`src/rtl/lsu_align_seq.sv`:
```
// lsu_align_seq -- load/store alignment sequencer
//
// Sits between the CPU datapath and a byte/half/word data memory. Aligned
// accesses pass straight through combinationally with no stall. Misaligned
// halfword and word accesses are broken into sequential byte accesses while
// the CPU is stalled. All data is little-endian.
//
// Build option:
//   LSU_MISALIGN_TRAP_EN  when defined, misaligned accesses are not split;
//                         they raise misaligned_exc for that cycle, stores
//                         are suppressed and ld_data reads as 0.
//
// Ports:
//   clk             system clock, rising edge
//   reset           asynchronous, active-high, clears all state
//   req_valid       a load or store is present this cycle
//   req_we          1 = store, 0 = load
//   req_funct3      RISC-V funct3 of the access
//   req_addr        byte address from the ALU
//   req_wdata       store data (rs2)
//   stall           hold PC and pipeline state this cycle
//   ld_data         load result to writeback
//   misaligned_exc  misalignment trap flag (0 unless the trap build is used)
//   mem_wr_en       data memory write enable
//   mem_addr        data memory byte address
//   mem_wr_data     data memory write data
//   mem_funct3      data memory access size/sign code
//   mem_rd_data     data memory combinational read data

module lsu_align_seq #(
  parameter int ADDR_WIDTH = 32,
  parameter int DATA_WIDTH = 32
) (
  input  logic                  clk,
  input  logic                  reset,
  input  logic                  req_valid,
  input  logic                  req_we,
  input  logic [2:0]            req_funct3,
  input  logic [ADDR_WIDTH-1:0] req_addr,
  input  logic [DATA_WIDTH-1:0] req_wdata,
  output logic                  stall,
  output logic [DATA_WIDTH-1:0] ld_data,
  output logic                  misaligned_exc,
  output logic                  mem_wr_en,
  output logic [ADDR_WIDTH-1:0] mem_addr,
  output logic [DATA_WIDTH-1:0] mem_wr_data,
  output logic [2:0]            mem_funct3,
  input  logic [DATA_WIDTH-1:0] mem_rd_data
);

  localparam logic [2:0] F3_LB  = 3'b000;
  localparam logic [2:0] F3_LH  = 3'b001;
  localparam logic [2:0] F3_LW  = 3'b010;
  localparam logic [2:0] F3_LBU = 3'b100;
  localparam logic [2:0] F3_LHU = 3'b101;

  // Only halfwords on odd addresses and words off a 4-byte boundary are
  // misaligned; every other funct3 (including undefined codes) passes through.
  logic misal;

  always_comb begin
    misal = 1'b0;
    if ((req_funct3 == F3_LH || req_funct3 == F3_LHU) && req_addr[0])
      misal = 1'b1;
    else if (req_funct3 == F3_LW && req_addr[1:0] != 2'b00)
      misal = 1'b1;
  end

`ifdef LSU_MISALIGN_TRAP_EN

  // Trap build: purely combinational, a misaligned request is flagged and
  // neither writes memory nor returns load data.
  always_comb begin
    misaligned_exc = req_valid & misal & ~reset;
    stall          = 1'b0;
    mem_addr       = req_addr;
    mem_wr_data    = req_wdata;
    mem_funct3     = req_funct3;
    mem_wr_en      = req_valid & req_we & ~misal & ~reset;
    ld_data        = (req_valid && misal) ? '0 : mem_rd_data;
  end

`else

  typedef enum logic [1:0] {
    IDLE,
    BYTES,
    DONE
  } state_t;

  state_t                state;
  logic [1:0]            idx;
  logic [1:0]            last_idx;
  logic [ADDR_WIDTH-1:0] base_addr;
  logic [DATA_WIDTH-1:0] wdata_q;
  logic [DATA_WIDTH-1:0] asm_q;
  logic                  we_q;
  logic [2:0]            funct3_q;

  // Sequencer state: capture the request on entry, walk one byte per cycle,
  // then spend one cycle in DONE presenting the assembled result.
  always_ff @(posedge clk or posedge reset) begin
    if (reset) begin
      state     <= IDLE;
      idx       <= 2'd0;
      last_idx  <= 2'd0;
      base_addr <= '0;
      wdata_q   <= '0;
      asm_q     <= '0;
      we_q      <= 1'b0;
      funct3_q  <= 3'b000;
    end else begin
      case (state)
        IDLE: begin
          if (req_valid && misal) begin
            base_addr <= req_addr;
            wdata_q   <= req_wdata;
            we_q      <= req_we;
            funct3_q  <= req_funct3;
            last_idx  <= (req_funct3 == F3_LW) ? 2'd3 : 2'd1;
            idx       <= 2'd0;
            asm_q     <= '0;
            state     <= BYTES;
          end
        end
        BYTES: begin
          if (!we_q)
            asm_q[{idx, 3'b000} +: 8] <= mem_rd_data[7:0];
          idx <= idx + 2'd1;
          if (idx == last_idx)
            state <= DONE;
        end
        DONE: begin
          state <= IDLE;
        end
        default: begin
          state <= IDLE;
        end
      endcase
    end
  end

  // Memory and CPU-side outputs. IDLE is a transparent passthrough; reset
  // forces stall and write enable low so nothing is written while it is held.
  always_comb begin
    stall          = 1'b0;
    mem_wr_en      = 1'b0;
    mem_addr       = req_addr;
    mem_wr_data    = req_wdata;
    mem_funct3     = req_funct3;
    ld_data        = mem_rd_data;
    misaligned_exc = 1'b0;
    case (state)
      IDLE: begin
        if (req_valid && misal)
          stall = 1'b1;
        else
          mem_wr_en = req_valid & req_we;
      end
      BYTES: begin
        stall       = 1'b1;
        mem_addr    = base_addr + ADDR_WIDTH'(idx);
        mem_funct3  = we_q ? F3_LB : F3_LBU;
        mem_wr_en   = we_q;
        mem_wr_data = {{(DATA_WIDTH-8){1'b0}}, wdata_q[{idx, 3'b000} +: 8]};
        ld_data     = asm_q;
      end
      DONE: begin
        if (we_q)
          ld_data = '0;
        else begin
          case (funct3_q)
            F3_LH:   ld_data = {{(DATA_WIDTH-16){asm_q[15]}}, asm_q[15:0]};
            F3_LHU:  ld_data = {{(DATA_WIDTH-16){1'b0}}, asm_q[15:0]};
            default: ld_data = asm_q;
          endcase
        end
      end
      default: begin
        stall = 1'b0;
      end
    endcase
    if (reset) begin
      stall     = 1'b0;
      mem_wr_en = 1'b0;
    end
  end

`endif

endmodule

```
`config.mk`:
```
export PLATFORM = sky130hd
export DESIGN_NAME = lsu_align_seq
export DESIGN_NICKNAME = d
export VERILOG_FILES = /design/src/rtl/lsu_align_seq.sv
export SDC_FILE = /design/constraint.sdc
export NUM_CORES = 1
export LEC_CHECK = 0
export BUFFER_PORTS_ARGS = -buffer_cell sky130_fd_sc_hd__buf_4
export CORE_MARGIN = 1.5
export CORE_UTILIZATION = 35
export CTS_CLUSTER_SIZE = 8
export DETAILED_ROUTE_END_ITERATION = 12
export REMOVE_ABC_BUFFERS = 1
export SYNTH_ARGS = -nofsm -noshare
export SYNTH_HDL_FRONTEND = slang
export SYNTH_SLANG_ARGS = --single-unit
```
`constraint.sdc`:
```
create_clock -name clk -period 5.05 [get_ports clk]
set_clock_uncertainty 0.1 [all_clocks]
set_input_delay 1.01 -clock clk [delete_from_list [all_inputs] [get_ports clk]]
set_output_delay 1.01 -clock clk [all_outputs]
set_load 0.02 [all_outputs]
```
---- Yosys cells after proc, flatten, opt, wreduce, memory -nomap -nowiden ----
Cells that the tools add are included.
storage, ports and cells
  input bits .............................. 103
  output and inout bits ................... 102
  logic and storage cells ................. 62
  flip-flop bits (word level) ............. 106
cells by class
  reduce and logical (&&, ||, !) cells .... 11
  bitwise operators ....................... 1
  add/subtract/negate cells ............... 3
  shifts and indexed selects .............. 3
  multiplexer cells ....................... 25
  equality and inequality tests ........... 11
operators by type and width
  cell                                                   number
  case mux 32 bit (2 select lines)                       3
  two-way mux 32 bit                                     5
  adder 32 x 2 -> 32 bit                                 1
  bitwise mux 32 bit                                     1
  variable shift 8 x 7 -> 32 bit (first input constant)  1
  variable part select 32 x 6 -> 8 bit                   1
  variable part select 8 x 7 -> 32 bit                   1
  two-way mux 2 bit                                      4
  case mux 2 bit (2 select lines)                        2
  negation 5 -> 7 bit                                    1
  equality test 3 x 1 -> 1 bit (second input constant)   2
  equality test 3 bit (second input constant)            2
  two-way mux 1 bit                                      6
  two-way mux 3 bit                                      2
  inequality test 2 bit (second input constant)          3
  AND reduction 2 bit                                    3
  case mux 1 bit (2 select lines)                        2
  nonzero test 2 bit                                     2
  equality test 3 x 2 -> 1 bit (second input constant)   1
  logical AND 1 bit                                      3
  AND reduction 3 bit                                    1
  adder 2 x 1 -> 2 bit (second input constant)           1
  equality test 2 x 1 -> 1 bit (second input constant)   1
  equality test 2 bit                                    1
  other kinds (4)                                        4

---- Longest topological paths before layout ----
Gate-level depths: netlist (run 1).
  depth after elaboration ................. 8
  gate-level depth with buffers ........... 8
  mapped depth without buffers ............ 7

---- Worst setup path after synthesis (run 1) ----
No wires, ideal clock.
  path kind ............................... reg2out
  from .................................... reg idx[1]
  to ...................................... out mem_addr[30]
  cell stages (with the launch flop) ...... 9
  setup slack ............................. 0.813 ns
  data arrival time ....................... 3.127 ns
  data required time ...................... 3.940 ns
  buffers on the path ..................... 2
  path through ............................ dfrtp_1 > buf_1 > inv_1 > fa_1 > nand4b_2 > or3_4 > buf_2 > or4_1 > a31oi_1
between the ends
  longest elaborated chain between the ends .. 2
RTL lines
  item                      RTL line  text
  start: declaration        92        logic [1:0] idx;
  start signal: assignment  129       idx <= idx + 2'd1;
  adder 32 x 2 -> 32 bit    162       mem_addr = base_addr + ADDR_WIDTH'(idx);
  two-way mux 32 bit        153       case (state)
  end: declaration          45        output logic [ADDR_WIDTH-1:0] mem_addr,
No other way between the ends.

---- Final worst setup path (run 1) ----
  from .................................... reg base_addr[0]
  to ...................................... out mem_addr[28]
between the ends
  longest elaborated chain between the ends .. 2
RTL lines
  item                      RTL line  text
  start: declaration        94        logic [ADDR_WIDTH-1:0] base_addr;
  start signal: assignment  116       base_addr <= req_addr;
  adder 32 x 2 -> 32 bit    162
  two-way mux 32 bit        153
No other way between the ends.

==> flow_summary.ini, run 1 <==
[drt]
dr.first_iter.drc_count = 187
wl_per_cell_um = 15.96
drt_wl_total_um = 17520
first_pass_iters = 4
remaining_drc_errors = 0
vias_per_cell = 5.042
vias = 5536
ant_nets = 0

[floorplan]
dieArea_um2 = 19320
fp.coreArea_um2 = 18020
start_util_pct = 35.91
pin_count = 205
fp.dieW_um = 139.0
die_h_um = 139.0
row_count = 49

[critical_path]
worst-setup-path-type = flip-flop to primary output
crit_arrival_ns = 3.14
max_stage_delay_ns = 0.53
cp-start-kind = flip-flop
critPathSlowestCell = or3_4
endpoint_kind = primary output
required_ns = 3.94
crit_fanout = 14
cp_cell_sequence = ha_1 > inv_1 > fa_1 > nand4b_2 > or3_4 > or4_1 > a31oi_1 > buf_4

[sta]
post-route-period-util_pct = 84.06
rsz0062_at_grt = false
timing.hold.ws_ns = 0.3877
layout_min_cycle_time_ns = 4.245
slew_headroom_pct = 16.86
finalMaxSlewViolations = 0
final_hold_viol_count = 0
worst_pin_slew_ns = 1.244
final.setup.tns_ns = 0
clock.fmax_mhz = 235.6
setup_viol = 0

[global_routing]
antenna_found_initial = 0
grt-ovfl-total = 0
grt_start_max_net_pins = 81
global_route.usage.total_pct = 18.19
grt_pass1_wl_um = 28400
grt_pass1_vias = 5485

[clocking]
h-tree-depth = 3
postCtsHoldBufs = 0
post_cts_buffers = 0
clockBufferDepth = 2
clk_latency_ns = 0.35
cts_buffers = 9
cts.sink_count = 106
path_clk_slew_ns = 0.07
ctsResizeCount = 0
cts-root-buf = clkbuf_16
cts_tree = done

[pwr]
ir_drop_mv = 0.3062
p_per_area_nw_per_um2 = 563.9
p_total_w = 0.004843
p_leak_nw = 3.869

[final_layout]
nFillCells = 1735
area_growth_pct = 32.67
final_nets = 978
antenna_cells = 0
layout-drive-gt1-share_pct = 34.64
layout_commonest_cell = buf_4
layout_common_cells = buf_4, dfrtp_1, inv_1

[synth]
ys_ff_latch = 106
synthArstFlopShare_pct = 100.0
ys_types = 55
synthCells = 676
synth_area_um2 = 6472
synth-seq-area-share_pct = 40.98
yosys_warnings = 0
postSynthAreaPerCell_um2 = 9.575
ys.flop_type = dfrtp_1
synth_edf_count = 0

[placement]
place.gp.congestion = 0.7662
io_buffers = 203
post-dp-hpwl_um = 12560

[run_status]
outcome = completed

[min_path]
hold_path.class = flip-flop to flip-flop

[flow_run]
drv_cap = 0
[flip-flops by register name, summed over array words and instances, names as in the netlist]
| signal | cells |
|---|---|
| asm_q | 32 |
| we_q | 1 |
| last_idx | 2 |
| state | 2 |
| base_addr | 32 |
| funct3_q | 3 |
| idx | 2 |
| wdata_q | 32 |
[power by group]
group	switching [W]	internal (W)
registers	0.000268	0.00116
logic	0.00143	0.00117
clock network	0.000321	0.000495
[stage by stage]
stage / setup slack, ns / cells / util [%] / area, um2
after floorplan: -0.2661 / 639 / - / 6317
after global placement: 1.234 / 1083 / 45.74 / 8245
after detailed placement: 1.210 / 1083 / 45.74 / 8245
after CTS: 0.8207 / 1098 / 47.64 / 8587
after global routing: 0.6652 / 1098 / 47.64 / 8587
final: 0.8048 / 1098 / 47.64 / 8587
[cell type report]
cell class / count / area [um2] / area share, %
Multi-Input combinational cell: 472 / 3461 / 40.30
Timing Repair Buffer: 215 / 1614 / 18.80
Sequential cell: 106 / 2653 / 30.89
Clock buffer: 10 / 239.0 / 2.783
Tap cell: 229 / 286.5 / 3.337
Clock inverter: 5 / 102.6 / 1.195
Inverter: 61 / 231.5 / 2.696
[routing by layer]
metal | global-route usage [%] | up-vias | part of all wire [%]
met3 | 4.144 | 11 | 6.9
li1 | - | 2734 | -
met1 | 25.55 | 2626 | 47
met2 | 28.17 | 165 | 45
met5 | 0 | - | 0
met4 | 5.099 | 0 | 1.1
[worst paths after layout]
check | slack [ns] | endpoint | startpoint | depth (start not counted)
setup / recovery | 0.80 | mem_addr[28] | base_addr[0] | 8
hold / removal | 0.39 | wdata_q[19] | wdata_q[19] | 1
setup reg to reg | 2.18 | asm_q[22] | idx[0] | 7
hold reg to reg | 0.39 | wdata_q[19] | wdata_q[19] | 1
max in group asynchronous | 3.07 | base_addr[25] | reset | 3
min in group asynchronous | 0.83 | base_addr[0] | reset | 2
[cells by family after synthesis]
family | synth area share (%)
AO/OA/AOI/OAI | 11.95
XOR/XNOR | 1.624
adder cells (fa/ha/maj) | 2.049
buffers and inverters | 5.935
flip-flops | 40.98
multiplexers | 20.82
other | 0.05794
AND/OR/NAND/NOR | 16.59
[critical path: cells and delay by family, from the launching register on]
kind,cells,cell delay [ns]
buffers and inverters,2,0.24
AO/OA/AOI/OAI,1,0.22
flip-flops,1,0.36
AND/OR/NAND/NOR,3,1.38
adder cells (fa/ha/maj),2,0.58
[synthesized netlist by cell type (4+ instances only)]
library cell / n / area, um2
nand4_1: 4 / 25.02
nand3_1: 7 / 35.03
nor2b_1: 30 / 187.7
dfrtp_1: 106 / 2653
a22o_1: 4 / 35.03
xnor2_1: 9 / 78.83
mux2_1: 28 / 315.3
nand2_1: 59 / 221.5
a31oi_1: 20 / 125.1
buf_2: 4 / 20.02
mux4_2: 8 / 180.2
mux2_2: 49 / 551.8
o21ai_0: 28 / 140.1
ha_1: 9 / 112.6
or4_1: 18 / 135.1
o21ai_1: 12 / 60.06
inv_1: 61 / 229.0
clkbuf_1: 29 / 108.9
nor2_1: 51 / 191.4
or3_1: 5 / 31.28
mux2i_1: 30 / 300.3
o31ai_1: 16 / 120.1
a21oi_1: 35 / 175.2
nand2b_1: 7 / 43.79
(Power assumes the default switching activity.)
==> run 2, diff against run 1 <==
Clock period 5.05 ns to 3.4 ns, I/O delays scaled along.
==> run 2 against run 1 <==
Effect of this change:
- the flow now finishes with violations (setup timing)
- sequential power up 50%
- critical endpoint is now mem_addr[24]
- hold slack worse by 0.030 ns
- sequential share of layout area shrank 1.1 points
- power is 51% higher
- via count grew 2.6%
==> flow_summary.ini, run 2 (same netlist as run 1, synthesis figures left out) <==
[run_status]
outcome = complete, but fails checks
violations = setup timing

[sta]
final_hold_viol_count = 0
setup_viol = 9
layout_min_cycle_time_ns = 3.569
finalMaxSlewViolations = 0
post-route-period-util_pct = 105.0
clock.fmax_mhz = 280.2
worst_pin_slew_ns = 0.8164
rsz0062_at_grt = true
setup_slack_ns = -0.1686
slew_headroom_pct = 45.21
timing.hold.ws_ns = 0.3580

[floorplan]
pin_count = 205
die_h_um = 139.0
start_util_pct = 35.91
fp.coreArea_um2 = 18020
row_count = 49
fp.dieW_um = 139.0
dieArea_um2 = 19320

[critical_path]
r2r-start = state[1]
ff2ff_path_depth = 8
crit_fanout = 6
crit_arrival_ns = 2.79
cp_cell_sequence = ha_2 > inv_2 > fa_2 > nand4b_4 > or3_4 > buf_6 > or3_1 > a31oi_1 > buf_4
endpoint_kind = primary output
r2r-end = asm_q[20]
required_ns = 2.62
critPathTopFamily = simple AND/OR/NAND/NOR gates
cp-start-kind = flip-flop
rrSetupSlack_ns = 1.02
critPathSlowestCell = or3_4
crit_buf_inv = 3
worst-setup-path-type = flip-flop to primary output
max_stage_delay_ns = 0.40

[final_layout]
stdcell_count = 1125
reg_top3 = asm_q (32), base_addr (32), wdata_q (32)
nFillCells = 1740
final_nets = 1004
antenna_cells = 0
layout_common_cells = buf_4, dfrtp_1, inv_1, nand2_1, nor2_1
layout-drive-gt1-share_pct = 38.62
layout_commonest_cell = buf_4
area_growth_pct = 37.81

[global_routing]
grt-ovfl-total = 0
grt_pass1_vias = 5644
antenna_found_initial = 0
global_route.usage.total_pct = 18.81
grt_pass1_wl_um = 29550
grt_start_max_net_pins = 62

[clocking]
h-tree-depth = 3
clk_latency_ns = 0.35
cts_buffers = 9
cts_tree = done
path_clk_slew_ns = 0.07
cts-root-buf = clkbuf_16
clockBufferDepth = 2
cts.sink_count = 106

[drt]
remaining_drc_errors = 0
drt_wl_total_um = 17950
vias_per_cell = 5.047
ant_nets = 0
dr.first_iter.drc_count = 197
first_pass_iters = 4
vias = 5678
wl_per_cell_um = 15.96

[pwr]
ir_drop_mv = 0.4918
p_leak_nw = 4.032
p_per_area_nw_per_um2 = 818.7

[placement]
place_inst = 1094
place_ws_ns = 0.01413
post-dp-hpwl_um = 12560
io_buffers = 203
place.gp.congestion = 0.7887

[flow_run]
drv_cap = 0

[min_path]
hold_path.class = input port to async pin
==> run 2: changes by cell type in the layout (fill, tap and decap cells not counted), sizes merged <==
cell	before	now
buf	215	240
bufinv	3	2
clkbuf	10	12
clkinv	1	2
clkinvlp	1	0
or3	6	7
==> run 2: worst reg2reg max path, cell delays in order, from the launching register on <==
cell and delay [ns]:
dfrtp_1 0.38, inv_1 0.13, ha_4 0.35, buf_12 0.31
nand2_1 0.17, nor4b_1 0.28, buf_4 0.20, o211a_1 0.25
a22o_1 0.16
==> run 2: how the worst max path moves through the flow <==
stage                         endpoint         start  depth (start not counted)
final                     mem_addr[24]  base_addr[0]                          9
after global routing      mem_addr[24]  base_addr[0]                          9
after CTS                 mem_addr[24]  base_addr[0]                          9
after detailed placement  mem_addr[28]        idx[0]                          8
after global placement    mem_addr[28]        idx[0]                          8
after floorplan            ld_data[11]      state[1]                          6
==> run 2: metrics by stage <==
step           TNS (ns)  area [um2]  total power, W  util [%]
2_1_floorplan   -140.97        6317        0.004540         -
3_3_place_gp          0        8341        0.006042     46.27
3_5_place_dp          0        8341        0.006080     46.27
4_1_cts          -1.014        8857        0.007343     49.14
5_1_grt          -1.838        8920        0.007841     49.49
6_report        -0.7322        8920        0.007303     49.49
==> run 2: where the power goes <==
group / switching [W] / internal [W] / leakage (nW)
Sequential: 0.000412 / 0.00172 / 1.33
Combinational: 0.00217 / 0.00184 / 2.54
Clock: 0.000474 / 0.000687 / 0.163
==> run 2: final cells by class <==
type | count | area, um2 | share of cell area [%]
clock buffer | 12 | 256.5 | 2.876
clock inverter | 4 | 73.82 | 0.8276
inverter | 61 | 231.5 | 2.595
multi-input combinational | 473 | 3583 | 40.17
sequential | 106 | 2655 | 29.77
tap | 229 | 286.5 | 3.212
timing repair buffer | 240 | 1833 | 20.55
==> run 2: layer usage <==
| metal | global-route usage [%] | wire length, um | vias up |
|---|---|---|---|
| met5 | 0 | 0 | - |
| met4 | 4.770 | 191 | 0 |
| met3 | 4.869 | 1231 | 13 |
| met2 | 29.49 | 8090 | 170 |
| met1 | 25.93 | 8441 | 2686 |
| li1 | - | - | 2809 |
==> run 2: what timing repair did <==
item | CTS | global route
pin swaps | 25 | 12
hold buffers | 0 | 0
cloned | 1 | 0
setup endpoints to repair | 18 | 20
gates resized for setup | 19 | 14
setup buffers | 13 | 2
